`config.mk`:
```
export PLATFORM = sky130hd
export DESIGN_NAME = noc_out_port_arbiter
export DESIGN_NICKNAME = d
export VERILOG_FILES = /design/src/rtl/noc_out_port_arbiter_pkg.sv /design/src/rtl/noc_out_port_arbiter_rr_pick.sv /design/src/rtl/noc_out_port_arbiter.sv
export SDC_FILE = /design/constraint.sdc
export NUM_CORES = 1
export LEC_CHECK = 0
export ABC_AREA = 1
export BUFFER_PORTS_ARGS = -buffer_cell sky130_fd_sc_hd__buf_2
export CAP_MARGIN = 20
export CORE_AREA = 5 5 47 49
export DETAILED_ROUTE_END_ITERATION = 6
export DIE_AREA = 0 0 52 54
export PLACE_DENSITY_LB_ADDON = 0.2
export SLEW_MARGIN = 0
export SYNTH_ARGS = -nofsm -noshare
export SYNTH_HDL_FRONTEND = slang
export SYNTH_SLANG_ARGS = --single-unit
```
`constraint.sdc`:
```
create_clock -name clk -period 3.5 [get_ports clk]
set_clock_uncertainty 0.05 [all_clocks]
set_input_delay 0.175 -clock clk [delete_from_list [all_inputs] [get_ports clk]]
set_output_delay 0.175 -clock clk [all_outputs]
set_load 0.005 [all_outputs]
```
`src/rtl/noc_out_port_arbiter_pkg.sv`:
```
// Shared types and flit-type codes for the output-port arbiter slice.
// Ports: none (package only).
// Flit codes match the router's existing one-hot HEADER/BODY/TAIL encoding.
package noc_out_port_arbiter_pkg;

  typedef logic [2:0] flit_type_t;

  localparam flit_type_t FLIT_HEADER = 3'b001;
  localparam flit_type_t FLIT_BODY   = 3'b010;
  localparam flit_type_t FLIT_TAIL   = 3'b100;

  typedef enum logic {
    ST_IDLE   = 1'b0,
    ST_LOCKED = 1'b1
  } arb_state_t;

endpackage

```
`src/rtl/noc_out_port_arbiter_rr_pick.sv`:
```
// Rotate-priority selector: first set request bit searching from last_i+1 (mod N_REQ).
// Latency: purely combinational. Backpressure: none, the caller decides when to consume.
// Ports: req_i request vector, last_i previous winner, found_o any request, index_o winner.
module noc_out_port_arbiter_rr_pick
  import noc_out_port_arbiter_pkg::*;
#(
  parameter int N_REQ = 4,
  parameter int IW    = $clog2(N_REQ)
) (
  input  logic [N_REQ-1:0] req_i,
  input  logic [IW-1:0]    last_i,
  output logic             found_o,
  output logic [IW-1:0]    index_o
);

  int          cand;
  logic [IW-1:0] cidx;

  // Walk offsets from farthest to nearest so the nearest candidate after
  // last_i is the final assignment and therefore wins.
  always_comb begin
    found_o = 1'b0;
    index_o = '0;
    cand    = 0;
    cidx    = '0;
    for (int k = N_REQ; k >= 1; k--) begin
      cand = (int'(last_i) + k) % N_REQ;
      cidx = cand[IW-1:0];
      if (req_i[cidx]) begin
        found_o = 1'b1;
        index_o = cidx;
      end
    end
  end

endmodule

```
`src/rtl/noc_out_port_arbiter.sv`:
```
// Per-output-port packet arbiter: round-robin on HEADER, holds grant until TAIL, credit-gated.
// Latency: HEADER in IDLE at t -> first grant at t+1; one bubble cycle between packets.
// Backpressure: grant drops while the owner's FIFO is empty or no downstream credit is left.
// Ports: req/flit_type_in per input, credit_in pulse from downstream; grant (FIFO read
// enables), sel (crossbar select), valid_out (downstream write), credits, credit_err (sticky).
module noc_out_port_arbiter
  import noc_out_port_arbiter_pkg::*;
#(
  parameter int N_REQ     = 4,
  parameter int BUF_DEPTH = 4,
  parameter int CREDIT_W  = 3
) (
  input  logic                     clk,
  input  logic                     rst,
  input  logic [N_REQ-1:0]         req,
  input  logic [3*N_REQ-1:0]       flit_type_in,
  input  logic                     credit_in,
  output logic [N_REQ-1:0]         grant,
  output logic [$clog2(N_REQ)-1:0] sel,
  output logic                     valid_out,
  output logic [CREDIT_W-1:0]      credits,
  output logic                     credit_err
);

  localparam int IW = $clog2(N_REQ);
  localparam logic [CREDIT_W-1:0] CRED_MAX = CREDIT_W'(BUF_DEPTH);

  arb_state_t          state_q;
  logic [IW-1:0]       owner_q;
  logic [IW-1:0]       last_q;
  logic [CREDIT_W-1:0] credits_q, credits_d;
  logic                credit_err_q, credit_err_d;

  logic [N_REQ-1:0]    hdr_req;
  logic                pick_found;
  logic [IW-1:0]       pick_idx;
  logic                owner_req;
  flit_type_t          owner_type;
  logic                xfer;

  // Only inputs presenting a HEADER may compete for an idle port.
  always_comb begin
    hdr_req = '0;
    for (int i = 0; i < N_REQ; i++) begin
      hdr_req[i] = req[i] && (flit_type_in[3*i +: 3] == FLIT_HEADER);
    end
  end

  noc_out_port_arbiter_rr_pick #(
    .N_REQ (N_REQ),
    .IW    (IW)
  ) u_rr_pick (
    .req_i   (hdr_req),
    .last_i  (last_q),
    .found_o (pick_found),
    .index_o (pick_idx)
  );

  always_comb begin
    owner_req  = 1'b0;
    owner_type = FLIT_BODY;
    for (int i = 0; i < N_REQ; i++) begin
      if (owner_q == IW'(i)) begin
        owner_req  = req[i];
        owner_type = flit_type_in[3*i +: 3];
      end
    end
  end

  // Grant is combinational so the owner's flit moves in the same cycle.
  always_comb begin
    grant = '0;
    if ((state_q == ST_LOCKED) && owner_req && (credits_q != '0)) begin
      grant[owner_q] = 1'b1;
    end
  end

  assign xfer       = |grant;
  assign valid_out  = xfer;
  assign sel        = owner_q;
  assign credits    = credits_q;
  assign credit_err = credit_err_q;

  always_ff @(posedge clk) begin
    if (rst) begin
      state_q <= ST_IDLE;
      owner_q <= '0;
      last_q  <= IW'(N_REQ - 1);
    end else begin
      case (state_q)
        ST_IDLE: begin
          if (pick_found) begin
            owner_q <= pick_idx;
            state_q <= ST_LOCKED;
          end
        end
        ST_LOCKED: begin
          if (xfer && (owner_type == FLIT_TAIL)) begin
            last_q  <= owner_q;
            state_q <= ST_IDLE;
          end
        end
        default: state_q <= ST_IDLE;
      endcase
    end
  end

  // A transfer and a returned credit in the same cycle cancel out.
  always_comb begin
    credits_d    = credits_q;
    credit_err_d = credit_err_q;
    case ({xfer, credit_in})
      2'b10: credits_d = credits_q - 1'b1;
      2'b01: begin
        if (credits_q == CRED_MAX) begin
          credit_err_d = 1'b1;
        end else begin
          credits_d = credits_q + 1'b1;
        end
      end
      default: credits_d = credits_q;
    endcase
  end

  always_ff @(posedge clk) begin
    if (rst) begin
      credits_q    <= CRED_MAX;
      credit_err_q <= 1'b0;
    end else begin
      credits_q    <= credits_d;
      credit_err_q <= credit_err_d;
    end
  end

endmodule

```
==> impl_metrics.csv <==
group,metric,value,unit
timing,timing.final.crit_share,63.2,%
detailed_routing,drt_wl_total,2270,um
detailed_routing,num_vias,983,
min_path,min_path_type,"input pin to register",
clock_network,hold_buffers,0,
yosys,synth_area,833,sq um
clock_network,cts_num_sinks,9,
power,power_switching,0.129,mW
clock_network,cts_root_buf,"clkbuf_4",
timing,whs,0.0578,ns
clock_network,cts_tree,"built",
timing,slew_headroom,75.1,%
worst_setup_path,start_kind,"register",
worst_setup_path,end_kind,"register",
cells_and_area,multi_input_area,551,sq um
clock_network,path_clk_slew,0.07,ns
floorplan,initial_utilization,45.7,%
yosys,yosysWarnings,0,
yosys,ys_ff_latch,9,
power,clkPwrFrac,24.3,%
timing,slew_violations,0,
cells_and_area,syn2layout_area_growth,22.4,%
clock_network,cts_repair_resize_count,0,
grt,grt_max_degree,12,
floorplan,die_h,54,um
power,power.density,332,nW/um^2
yosys,synth.distinct_cells,22,
cells_and_area,regArea,180,sq um
power,comb_power_share,36.1,%
timing,finalSetupViolations,0,
worst_setup_path,cp.arrival,2.32,ns
timing,tns,0,ns
placed_design,dp_hpwl,1880,um
cells_and_area,nNetsFinal,201,
cells_and_area,diodes,0,
grt,grt_overflow,0,
clock_network,cts_setup_buffers,0,
cells_and_area,drive_gt1_share,25.6,%
power,p_leak,0.619,nW
floorplan,dieArea,2810,sq um
yosys,synth_nets,169,
grt,grt_pass1_vias,960,
detailed_routing,drcViolationCount,0,
timing,period_minus_slack,2.21,ns
detailed_routing,drtIter0Drc,19,
timing,hold_viol_final,0,
worst_setup_path,worstPathMaxFanout,10,
worst_setup_path,required,3.61,ns
placed_design,port_buffers,29,
detailed_routing,post_drt_wl_per_cell,10.9,um
clock_network,clkLatencyLatePin,0.27,ns
clock_network,cts_max_level,1,
floorplan,std_cell_rows,16,
timing,fmax,452,MHz
yosys,avgSynthCellArea,5.59,sq um
yosys,ys_seq_area_share,21.6,%
detailed_routing,vias_per_cell,4.75,
grt,antenna_found_initial,0,
clock_network,cts_buffers,3,
timing,rsz0062_at_grt,"false",
run,cap_viol_max_count,0,
detailed_routing,drt_pass1_iterations,4,
power,p_int,0.209,mW
outcome,outcome,"finished, final reports clean",
power,pwr-share-seq,39.5,%
grt,grt_pass1_wl,3880,um
power,p_total,0.338,mW
floorplan,die-width,52,um
cells_and_area,nFillCells,200,
floorplan,core_area,1820,sq um
worst_setup_path,crit_type,"register to register",
power,swShare,38.3,%
timing,max_slew.worst_pin.slew,0.374,ns
placed_design,gp_congestion,0.788,
grt,grt.total_usage,18.4,%
detailed_routing,drtAntennaViolNets,0,
floorplan,pin_count,30,
yosys,syn_inst,149,
power,ir_worst_vdd,0.000287,V
clock_network,cts.path.max_buffers,2,
flip-flops by register name (all words and copies together), names as in the netlist:
register    cells
credit_err      1
credits         3
last_q          2
sel             2
state_q         1
final cells by class:
| type | instances | share of cell area, % |
|---|---|---|
| clock buffers | 4 | 2.58 |
| repair buffers | 29 | 14.2 |
| multi-input cells | 117 | 54.0 |
| well taps | 27 | 3.31 |
| inverters | 21 | 8.22 |
| flip-flops and latches | 9 | 17.7 |
per-stage QoR:
| stage | worst slack (ns) | area (sq um) | util [%] | instances |
|---|---|---|---|---|
| 3_3_place_gp | 1.44 | 993 | 54.5 | 203 |
| 2_1_floorplan | 1.57 | 833 | - | 149 |
| 3_5_place_dp | 1.34 | 993 | 54.5 | 203 |
| 5_1_grt | 1.10 | 1020 | 56.0 | 207 |
| 4_1_cts | 1.31 | 1020 | 56.0 | 207 |
| 6_report | 1.29 | 1020 | 56.0 | 207 |
synth_stat cells:
| cell type | number | area share (%) |
|---|---|---|
| fa_1 | 1 | 2.4 |
| or2_0 | 1 | 0.75 |
| nand3_2 | 1 | 1.2 |
| nand3b_1 | 1 | 0.90 |
| nand4_1 | 3 | 2.3 |
| nand2_1 | 47 | 21 |
| nor2_2 | 2 | 1.5 |
| inv_2 | 2 | 0.90 |
| o21ai_0 | 4 | 2.4 |
| a21oi_1 | 5 | 3.0 |
| nand2_2 | 5 | 3.8 |
| buf_4 | 1 | 0.90 |
| buf_6 | 1 | 1.4 |
| inv_4 | 2 | 1.5 |
| nor2_1 | 20 | 9.0 |
| inv_1 | 17 | 7.7 |
| o21a_1 | 1 | 0.90 |
| dfxtp_1 | 9 | 22 |
| nand3_1 | 21 | 13 |
| nor3_1 | 3 | 1.8 |
| nand2_4 | 1 | 1.4 |
| a21oi_2 | 1 | 1.1 |
worst paths after layout:
check	end	cells after the start	slack, ns	startpoint
min	credits[1]	2	0.06	rst
max reg2reg	credits[2]	11	1.29	sel[1]
min reg2reg	credit_err	1	0.43	credit_err
max	credits[2]	11	1.29	sel[1]
worst max-delay path, stage by stage, from the launching register on:
cell	delay, ns
dfxtp_1	0.55
nand2_2	0.14
o21ai_0	0.22
nor2_2	0.07
nand2_4	0.11
inv_4	0.06
nor2_2	0.10
inv_2	0.05
fa_1	0.39
nand3b_1	0.20
nand3_1	0.08
nand3_1	0.07
cells by family after synthesis:
kind of cell	synth area share [%]
simple gates	56.3
buf+inv	12.3
compound gates	7.36
flops	21.6
fa+ha+maj	2.40
placed cells by master, fill, tap and decap left out:
cell type,n
buf_2,29
nand3b_1,1
o21ai_0,4
dfxtp_1,9
o21a_1,1
nand4_1,3
nand2_4,1
fa_1,1
nand3_2,1
nor3_1,3
clkbuf_1,1
inv_1,17
inv_4,2
nor2_1,20
or2_0,1
a21oi_1,5
nor2_2,2
nand3_1,21
inv_2,2
nand2_2,5
nand2_1,47
clkbuf_4,3
a21oi_2,1
power by group through the flow:
stage | clock network [mW] | logic, mW | registers [mW]
after floorplan | 0 | 0.0896 | 0.128
after global placement | 0 | 0.121 | 0.135
after detailed placement | 0 | 0.122 | 0.136
after CTS | 0.0833 | 0.123 | 0.134
after global routing | 0.0884 | 0.141 | 0.136
final | 0.0822 | 0.122 | 0.134
per-layer routing:
metal | track usage [%] | vias to the layer above | wire, um
met5 | 0 | - | 0
met4 | 6.99 | 0 | 30
met3 | 1.66 | 5 | 81
met2 | 37.0 | 20 | 1190
met1 | 19.6 | 424 | 965
li1 | - | 534 | -
Note: power is estimated with default switching activity, not from simulation.
